### config.mk
export PLATFORM = sky130hd
export DESIGN_NAME = spi_minion_val_rdy
export DESIGN_NICKNAME = d
export VERILOG_FILES = /design/src/rtl/spi_minion_val_rdy.sv
export SDC_FILE = /design/constraint.sdc
export NUM_CORES = 1
export LEC_CHECK = 0
export ABC_AREA = 1
export CORE_MARGIN = 2
export CORE_UTILIZATION = 60
export CTS_BUF_LIST = sky130_fd_sc_hd__clkbuf_2 sky130_fd_sc_hd__clkbuf_4 sky130_fd_sc_hd__clkbuf_8
export DETAILED_ROUTE_END_ITERATION = 12
export PLACE_DENSITY_LB_ADDON = 0.25
export SYNTH_ARGS = -nofsm -noshare
export SYNTH_HDL_FRONTEND = slang
export SYNTH_SLANG_ARGS = --single-unit
### constraint.sdc
create_clock -name clk -period 4.08 [get_ports clk]
set_input_delay 0.816 -clock clk [delete_from_list [all_inputs] [get_ports clk]]
set_output_delay 0.816 -clock clk [all_outputs]
set_load 0.05 [all_outputs]
### src/rtl/spi_minion_val_rdy.sv
// rtl/spi_minion_val_rdy.sv - SPI mode-0 minion with val/rdy streams; optional err_count via SPI_MINION_ERR_CNT_EN
module spi_minion_val_rdy #(
  parameter int nbits = 34
) (
  input  logic             clk,
  input  logic             reset,
  input  logic             cs,
  input  logic             sclk,
  input  logic             mosi,
  output logic             miso,
  input  logic             recv_val,
  output logic             recv_rdy,
  input  logic [nbits-1:0] recv_msg,
  output logic             send_val,
  input  logic             send_rdy,
  output logic [nbits-1:0] send_msg
`ifdef SPI_MINION_ERR_CNT_EN
  ,
  output logic [7:0]       err_count
`endif
);

  localparam int CW = $clog2(nbits + 2);
  localparam logic [CW-1:0] BIT_FULL = CW'(nbits);
  localparam logic [CW-1:0] BIT_SAT  = CW'(nbits + 1);

  localparam logic [0:0] ST_IDLE   = 1'b0;
  localparam logic [0:0] ST_ACTIVE = 1'b1;

  logic cs_s1_q, cs_s2_q, cs_h_q;
  logic sclk_s1_q, sclk_s2_q, sclk_h_q;
  logic mosi_s1_q, mosi_s2_q;
  logic cs_fall_q, cs_rise_q, sclk_rise_q, sclk_fall_q;

  logic [0:0]       state_q, state_d;
  logic [nbits-1:0] tx_q, tx_d;
  logic [nbits-1:0] rx_q, rx_d;
  logic [CW-1:0]    bitcnt_q, bitcnt_d;
  logic             send_val_q, send_val_d;
  logic [nbits-1:0] send_msg_q, send_msg_d;
  logic             recv_fire;

  // Synchronize the pins and register one-cycle edge pulses; cs resets low so a frame in flight at reset release never starts
  always_ff @(posedge clk or negedge reset) begin
    if (!reset) begin
      cs_s1_q     <= 1'b0;
      cs_s2_q     <= 1'b0;
      cs_h_q      <= 1'b0;
      sclk_s1_q   <= 1'b0;
      sclk_s2_q   <= 1'b0;
      sclk_h_q    <= 1'b0;
      mosi_s1_q   <= 1'b0;
      mosi_s2_q   <= 1'b0;
      cs_fall_q   <= 1'b0;
      cs_rise_q   <= 1'b0;
      sclk_rise_q <= 1'b0;
      sclk_fall_q <= 1'b0;
    end else begin
      cs_s1_q     <= cs;
      cs_s2_q     <= cs_s1_q;
      cs_h_q      <= cs_s2_q;
      sclk_s1_q   <= sclk;
      sclk_s2_q   <= sclk_s1_q;
      sclk_h_q    <= sclk_s2_q;
      mosi_s1_q   <= mosi;
      mosi_s2_q   <= mosi_s1_q;
      cs_fall_q   <= cs_h_q & ~cs_s2_q;
      cs_rise_q   <= ~cs_h_q & cs_s2_q;
      sclk_rise_q <= ~sclk_h_q & sclk_s2_q;
      sclk_fall_q <= sclk_h_q & ~sclk_s2_q;
    end
  end

  // Frame FSM, shift registers and the one-deep output register; a cs edge masks any sclk edge in the same cycle
  always_comb begin
    state_d    = state_q;
    tx_d       = tx_q;
    rx_d       = rx_q;
    bitcnt_d   = bitcnt_q;
    send_val_d = send_val_q;
    send_msg_d = send_msg_q;
    recv_fire  = 1'b0;
    // A word consumed this cycle frees the register for a frame finishing in the same cycle
    if (send_val_q && send_rdy) begin
      send_val_d = 1'b0;
    end
    if (state_q == ST_IDLE) begin
      if (cs_fall_q) begin
        state_d   = ST_ACTIVE;
        recv_fire = recv_val;
        tx_d      = recv_val ? recv_msg : '0;
        rx_d      = '0;
        bitcnt_d  = '0;
      end
    end else begin
      if (cs_rise_q) begin
        state_d = ST_IDLE;
        if (bitcnt_q == BIT_FULL && !send_val_d) begin
          send_val_d = 1'b1;
          send_msg_d = rx_q;
        end
      end else begin
        if (sclk_rise_q) begin
          rx_d = {rx_q[nbits-2:0], mosi_s2_q};
          if (bitcnt_q != BIT_SAT) begin
            bitcnt_d = bitcnt_q + CW'(1);
          end
        end
        if (sclk_fall_q) begin
          tx_d = {tx_q[nbits-2:0], 1'b0};
        end
      end
    end
  end

  // Register the frame state
  always_ff @(posedge clk or negedge reset) begin
    if (!reset) begin
      state_q    <= ST_IDLE;
      tx_q       <= '0;
      rx_q       <= '0;
      bitcnt_q   <= '0;
      send_val_q <= 1'b0;
      send_msg_q <= '0;
    end else begin
      state_q    <= state_d;
      tx_q       <= tx_d;
      rx_q       <= rx_d;
      bitcnt_q   <= bitcnt_d;
      send_val_q <= send_val_d;
      send_msg_q <= send_msg_d;
    end
  end

  assign recv_rdy = recv_fire;
  assign miso     = (state_q == ST_ACTIVE) & tx_q[nbits-1];
  assign send_val = send_val_q;
  assign send_msg = send_msg_q;

`ifdef SPI_MINION_ERR_CNT_EN
  logic       drop;
  logic [7:0] err_q;

  // A frame ending with a wrong bit count, or while the held word is not being consumed, is dropped
  assign drop = (state_q == ST_ACTIVE) & cs_rise_q &
                ((bitcnt_q != BIT_FULL) | (send_val_q & ~send_rdy));

  // Saturating dropped-frame counter, cleared only by reset
  always_ff @(posedge clk or negedge reset) begin
    if (!reset) begin
      err_q <= 8'd0;
    end else if (drop && err_q != 8'hFF) begin
      err_q <= err_q + 8'd1;
    end
  end

  assign err_count = err_q;
`endif

endmodule

# --- After elaboration in Yosys (flattened, before gate mapping) ---
# Cells that the tools add are included.
op_classes:
  n_reduce_logical: 8
  n_eq_ne: 6
  n_mux: 23
  bitwise: 9
  addsub: 1
ops:
  columns: ["op", "n"]
  rows:
  - ["34-bit two-way mux", 9]
  - ["6-bit two-way mux", 5]
  - ["1-bit two-way mux", 9]
  - ["3-bit AND reduction", 3]
  - ["6-bit by 1-bit adder with 6-bit output, second input constant", 1]
  - ["6-bit == test, second input constant", 1]
  - ["2-bit != test, second input constant", 3]
  - ["6-bit != test, second input constant", 1]
  - ["1-bit bitwise AND", 5]
  - ["1-bit inverter", 4]
  - ["4-bit AND reduction", 1]
  - ["1-bit logical AND", 2]
  - ["2-bit by 1-bit != test with 1-bit output, second input constant", 1]
  - ["2-bit nonzero test", 1]
  - ["1-bit logical NOT", 1]
word_totals:
  inputBits: 41
  ff_bits: 122
  out_inout_bits: 37
  elab_cells: 65

# --- Logic depth before layout (Yosys ltp) ---
# Gate-level depths: netlist of the first run.
depth:
  word_depth: 7
  ltp_mapped: 9

# --- Worst setup path after synthesis of the first run ---
# No wires, ideal clock.
synth_timing:
  path_type: "reg2out"
  startpoint: "reg state_q"
  endpoint: "out recv_rdy"
  setup_slack_ns: 1.750
  n_path_buf: 3
  stages_incl_launch_ff: 5
  arrival_ns: 1.514
  required_ns: 3.264
  path_cell_list: "dfrtp_1 -> buf_4 -> buf_2 -> buf_2 -> nor2_1"
synth_via:
  elab_chain_len: 1
synth_lines:
  columns: ["element", "line", "text"]
  rows:
  - ["from (decl)", "35", "logic [0:0] state_q, state_d;"]
  - ["from (signal assigned)", "126", "state_q <= state_d;"]
  - ["1-bit two-way mux", "87", "if (state_q == ST_IDLE) begin"]
  - ["to (decl)", "12", "output logic recv_rdy,"]
# No other way between the ends.

# --- Worst setup path in the final report of the first run ---
layout_timing:
  startpoint: "in recv_val"
  endpoint: "out recv_rdy"
layout_via:
  elab_chain_len: 2
layout_lines:
  columns: ["element", "line", "text"]
  rows:
  - ["from (decl)", "11", "input logic recv_val,"]
  - ["1-bit two-way mux", "88", "if (cs_fall_q) begin"]
  - ["1-bit two-way mux", "87", null]
# No other way between the ends.

==> run metrics, run 1 <==
CP startpoint recv_val; I/O Buffers 77; run status finished clean; final net count 673; Worst Tran Pin Value 0.886 ns; worst skew pair latency 0.43 ns; min cycle time layout 3.05 ns; CTS Hold Bufs 0; fillers 575; H-tree lvl count 4; initial antenna violation count 0; CP required 3.26 ns; Residual DRC 0; Primary FF master, synth dfrtp_1; critical-path maximum fanout 2; Yosys reg bits 122; Synth top area share about three fifths; All-Layer GR Usage 21.8%; Final ANT Viol Nets 0; routed wire length 9680 um; first-pass GRT wire length 16700 um; WL met3 482 um; vias in the first global route 3795; Area growth, synth to finish 22.7%; Fmax achieved 328 MHz; Worst Setup End Kind output port; Post-synth EDFFs 0; Post-Place Cell Area roughly 5900 um^2; Syn Area/Cell between 9 and 10 um^2; Routability Congestion 0.769; Metal-1 WL 4140 um; Worst Clk Skew between 0.008 and 0.009 ns; ys async rst share 100%; reg2reg start state_q; ant diodes 0; largest net degree at the start of global routing slightly below 70; Final Util 77.0%; fin area 6390 um^2; P_leak 2.79 nW; Highest Signal Layer met4; Setup-failing EPs final 0; vias 3898; Avg Vias per Cell 5.21; Synth Instances 561; CTS resizes 0; grt ovf 0; power density over the cells between 500 and 600 nW/um^2; Synth area leaders dfrtp_1, o21ai_0, nand2_1; met2 wire length 4890 um; Hold Startpoint mosi_s1_q; Clock transition at path regs 0.07 ns; drt pass-1 iters 4; FF+latch area 3050 um^2; RSZ-0062 raised after global routing false; clock sink total 122; Final Hold Fails 0; Core ar. around 8300 um^2; layout cells sized above 1 between 10% and 20%; CTS tree done; Slew Limit Fails 0; post-DP HPWL 6260 um; cts bufs inserted 17; most frequent cells after synthesis dfrtp_1, nand2_1, o21ai_0; HP Class flip-flop to flip-flop; Final period util 74.8%; Yosys cell types 25; Die Y around 97 um; CTS root buf clkbuf_8; Mapped Nets between 600 and 700; Final TNS setup 0 ns; most frequent cell after synthesis dfrtp_1; Starting Density 62.8%; max cap viols 0; Rows 33; total of warnings raised by yosys 0; Die ar. 9440 um^2; Initial DRC Count ~230; DIE WIDTH 97.2 um; post-CTS setup buffer count 0; clock buffer depth 2; Startpoint Class input pin; io pins 78; peak supply drop 0.303 mV; area of the multi-input gates 1640 um^2; DR WL/cell roughly 13 um; leading area contributor after synthesis dfrtp_1; mapped cell area between 5000 and 6000 um^2; share of the yosys chip area belonging to registers between 50% and 60%; critical path data arrival time 2.23 ns; Setup CP Type input pin to output port; slew margin rel. 40.8%
==> where the power goes <==
group	leakage (nW)	switching, mW	internal [mW]
Combinational	0.926	0.372	0.185
Clock	0.215	0.494	0.702
Sequential	1.65	0.0797	1.39
Total	2.79	0.945	2.27
==> flip-flops by register name, summed over array words and instances, names as in the netlist, 6 cells and up <==
register and count:
bitcnt_q 6, rx_q 34, send_msg 34, tx_q 34
==> worst max-delay path: stages <==
cell	delay, ns
clkdlybuf4s50_1	0.47
nand2_1	0.05
nor2_1	0.09
clkdlybuf4s50_1	0.81
==> final timing paths <==
check / endpoint / slack [ns] / depth (start not counted)
min: mosi_s2_q / 0.34 / 0
max reg2reg: rx_q[21] / 1.63 / 6
max: recv_rdy / 1.03 / 4
min reg2reg: mosi_s2_q / 0.34 / 0
min in group asynchronous: send_msg[21] / 0.43 / 1
max in group asynchronous: tx_q[22] / 2.74 / 2
==> kinds of logic (layout without fill, tap and decap cells) <==
kind of cell	after synthesis	after routing	share of synthesized area, %
buffers and inverters	113	195	9.82
AOI/OAI and AO/OA	143	143	15.0
adders and majority gates	2	2	0.480
and+or+nand+nor	179	179	15.7
DFF	122	122	58.6
xor gates and xnor gates	2	2	0.336
==> final cells by class <==
| type | instances | share of cell area [%] |
|---|---|---|
| clock buffers | 19 | 4.09 |
| clock inverters | 13 | 2.98 |
| inverters | 81 | 4.76 |
| multi-input cells | 326 | 25.7 |
| flip-flops and latches | 122 | 47.8 |
| well taps | 105 | 2.06 |
| repair buffers | 82 | 12.6 |
==> metal layers <==
metal / track usage, % / vias to the layer above
met5: 0 / -
met4: 8.02 / 0
met3: 5.83 / 16
met2: 35.8 / 107
met1: 28.1 / 1844
li1: - / 1931
==> placed cells by master (no fill, tap or decap), types with 6 or more instances in the layout <==
cell	instances
buf_4	6
clkbuf_8	19
clkdlybuf4s50_1	76
dfrtp_1	122
inv_1	78
nand2_1	113
nand2_2	7
nand3_1	40
nor2_1	7
o21ai_0	98
o21ai_1	27
o21ai_2	17
==> through the flow <==
stage | total power [mW] | worst slack (ns) | cells | hold WS [ns]
detailed placement | 2.04 | 1.04 | 716 | 0.336
global placement | 2.00 | 1.04 | 716 | 0.333
CTS | 3.24 | 1.03 | 748 | 0.344
finish | 3.22 | 1.03 | 748 | 0.345
global route | 3.41 | 0.941 | 748 | 0.356
floorplan | 1.90 | 1.75 | 561 | 0.331
Note: power is estimated with default switching activity, not from simulation.
==> run 2: changes to the inputs <==
CORE_UTILIZATION = 51   (was 60)
clock period = 2.8 ns   (was 4.08 ns; I/O delays follow)
==> run 2 against run 1 <==
Effect of this change:
- global-route usage decreased by 3.8 points
- first-iteration DRC count down 25%
- die area is 17% higher
- sequential power up 45%
- non-clock buffer count grew 5
- sequential share of layout area fell by 0.41 points
- power rose by 40%
- flip-flop and latch count did not move
- critical path type is now flip-flop to output port
- largest power group unchanged
==> run metrics, run 2 (synthesized netlist as in run 1, its figures left out) <==
final net count 678; layout cells sized above 1 12.7%; Routability Congestion 0.764; CTS root buf clkbuf_8; io pins 78; Die ar. 11000 um^2; Avg Vias per Cell between 5 and 6; grt ovf 0; RSZ-0062 raised after global routing false; Worst Tran Pin Value 0.624 ns; CTS Hold Bufs 0; Setup CP Type flip-flop to output port; I/O Buffers 77; Worst Setup End Kind output port; critical path data arrival time 1.91 ns; Slew Limit Fails 0; clock buffer depth 2; ant diodes 0; Die Y 105 um; most common cell after layout, fill and taps aside dfrtp_1; initial antenna violation count 0; Fmax achieved a little over 400 MHz; Residual DRC 0; peak supply drop about 0.56 mV; vias in the first global route 3648; Final ANT Viol Nets 0; min cycle time layout 2.47 ns; drt pass-1 iters 5; cts bufs inserted 17; peak per-stage delay on the critical path roughly 0.79 ns; post-DP HPWL between 6000 and 7000 um; HP Class input pin to asynchronous set/reset pin; run status finished clean; Worst Clk Skew roughly 0.011 ns; crit-path leading delay family buffers and inverters; CTS tree done; Post-Place Cell Area 6030 um^2; Clock transition at path regs about 0.08 ns; Final period util 88.1%; CTS resizes 0; CP bufs+invs 3; Rows 36; Initial DRC Count 175; Final TNS setup 0 ns; Cell Chain, Critical Path buf_4 -> nand2_1 -> inv_1 -> clkdlybuf4s50_1; first-pass GRT wire length 16100 um; Startpoint Class flip-flop; critical-path maximum fanout 10; non-filler cells, final approximately 800; H-tree lvl count 4; fin area about 6400 um^2; Final Hold Fails 0; clock sink total 122; CP required around 2.2 ns; Core ar. 9860 um^2; most frequent cells in the layout dfrtp_1, nand2_1, o21ai_0, inv_1, clkdlybuf4s50_1; Setup-failing EPs final 0; max cap viols 0; DIE WIDTH roughly 110 um; Critical-path top delay cell clkdlybuf4s50_1; Inst Count DP ~750; P_leak approximately 2.8 nW; Starting Density 52.8%; post-CTS setup buffer count 0; worst skew pair latency 0.42 ns; largest net degree at the start of global routing 68; vias slightly below 4000; routed wire length about 9400 um; slew margin rel. between 50% and 60%; power density over the cells 701 nW/um^2; All-Layer GR Usage 18.0%; Area growth, synth to finish 23.7%; DR WL/cell 12.0 um
==> run 2: changes by cell type in the layout (fill, tap and decap cells not counted), moves of 2 or more <==
cell and change:
buf_4 +4, clkinv_4 +3, buf_12 +2, bufinv_16 -2
==> run 2: final cells by class <==
class                           count  area [um^2]
Fill cell                         806         3420
Sequential cell                   122         3050
Multi-Input combinational cell    326         1640
Timing Repair Buffer               87          866
Inverter                           81          304
Clock buffer                       18          248
Tap cell                          133          166
Clock inverter                     14          164
==> run 2: routing by layer <==
layer  up-vias  share of wire (%)  global-route usage, %
met2        74                 47                   29.4
met1      1888                 47                   23.1
met3         9                4.6                   5.24
met4         0                1.1                   6.10
li1       1941                  -                      -
met5         -                  0                      0
==> run 2: worst paths after layout <==
| path | startpoint | to | slack, ns | cells past startpoint |
|---|---|---|---|---|
| worst min register to register | mosi_s1_q | mosi_s2_q | 0.35 | 0 |
| worst max register to register | state_q | tx_q[5] | 0.82 | 6 |
| worst min-delay path | reset | send_msg[21] | 0.14 | 1 |
| worst max-delay path | state_q | miso | 0.33 | 4 |
| max in group asynchronous | reset | cs_fall_q | 1.94 | 2 |
| min in group clk | mosi_s1_q | mosi_s2_q | 0.35 | 0 |
==> run 2: stage by stage <==
step | total power, mW | util (%) | hold WS [ns] | worst slack (ns)
floorplan | 2.76 | - | 0.264 | 0.726
global placement | 2.94 | 61.2 | 0.335 | 0.746
detailed placement | 2.97 | 61.2 | 0.335 | 0.710
CTS | 4.57 | 65.3 | 0.150 | 0.285
global route | 4.77 | 65.3 | 0.174 | 0.249
finish | 4.52 | 65.3 | 0.142 | 0.332
==> run 2: worst register-to-register path, cell delays in order, from the launching register on <==
cell	delay [ns]
dfrtp_1	0.38
buf_4	0.19
inv_2	0.39
nor2_2	0.10
nor2_4	0.11
buf_4	0.48
o21ai_0	0.19
==> run 2: where the power goes <==
part / total, mW / internal (mW) / switching [mW]
clock network: 1.58 / 0.834 / 0.742
registers: 2.13 / 2.02 / 0.108
logic: 0.810 / 0.280 / 0.531
==> run 3: changes to the inputs <==
SETUP_SLACK_MARGIN = 0.15   (was not set)
==> results of run 3 <==
Final layout, timing and power as in run 2 (identical DEF).
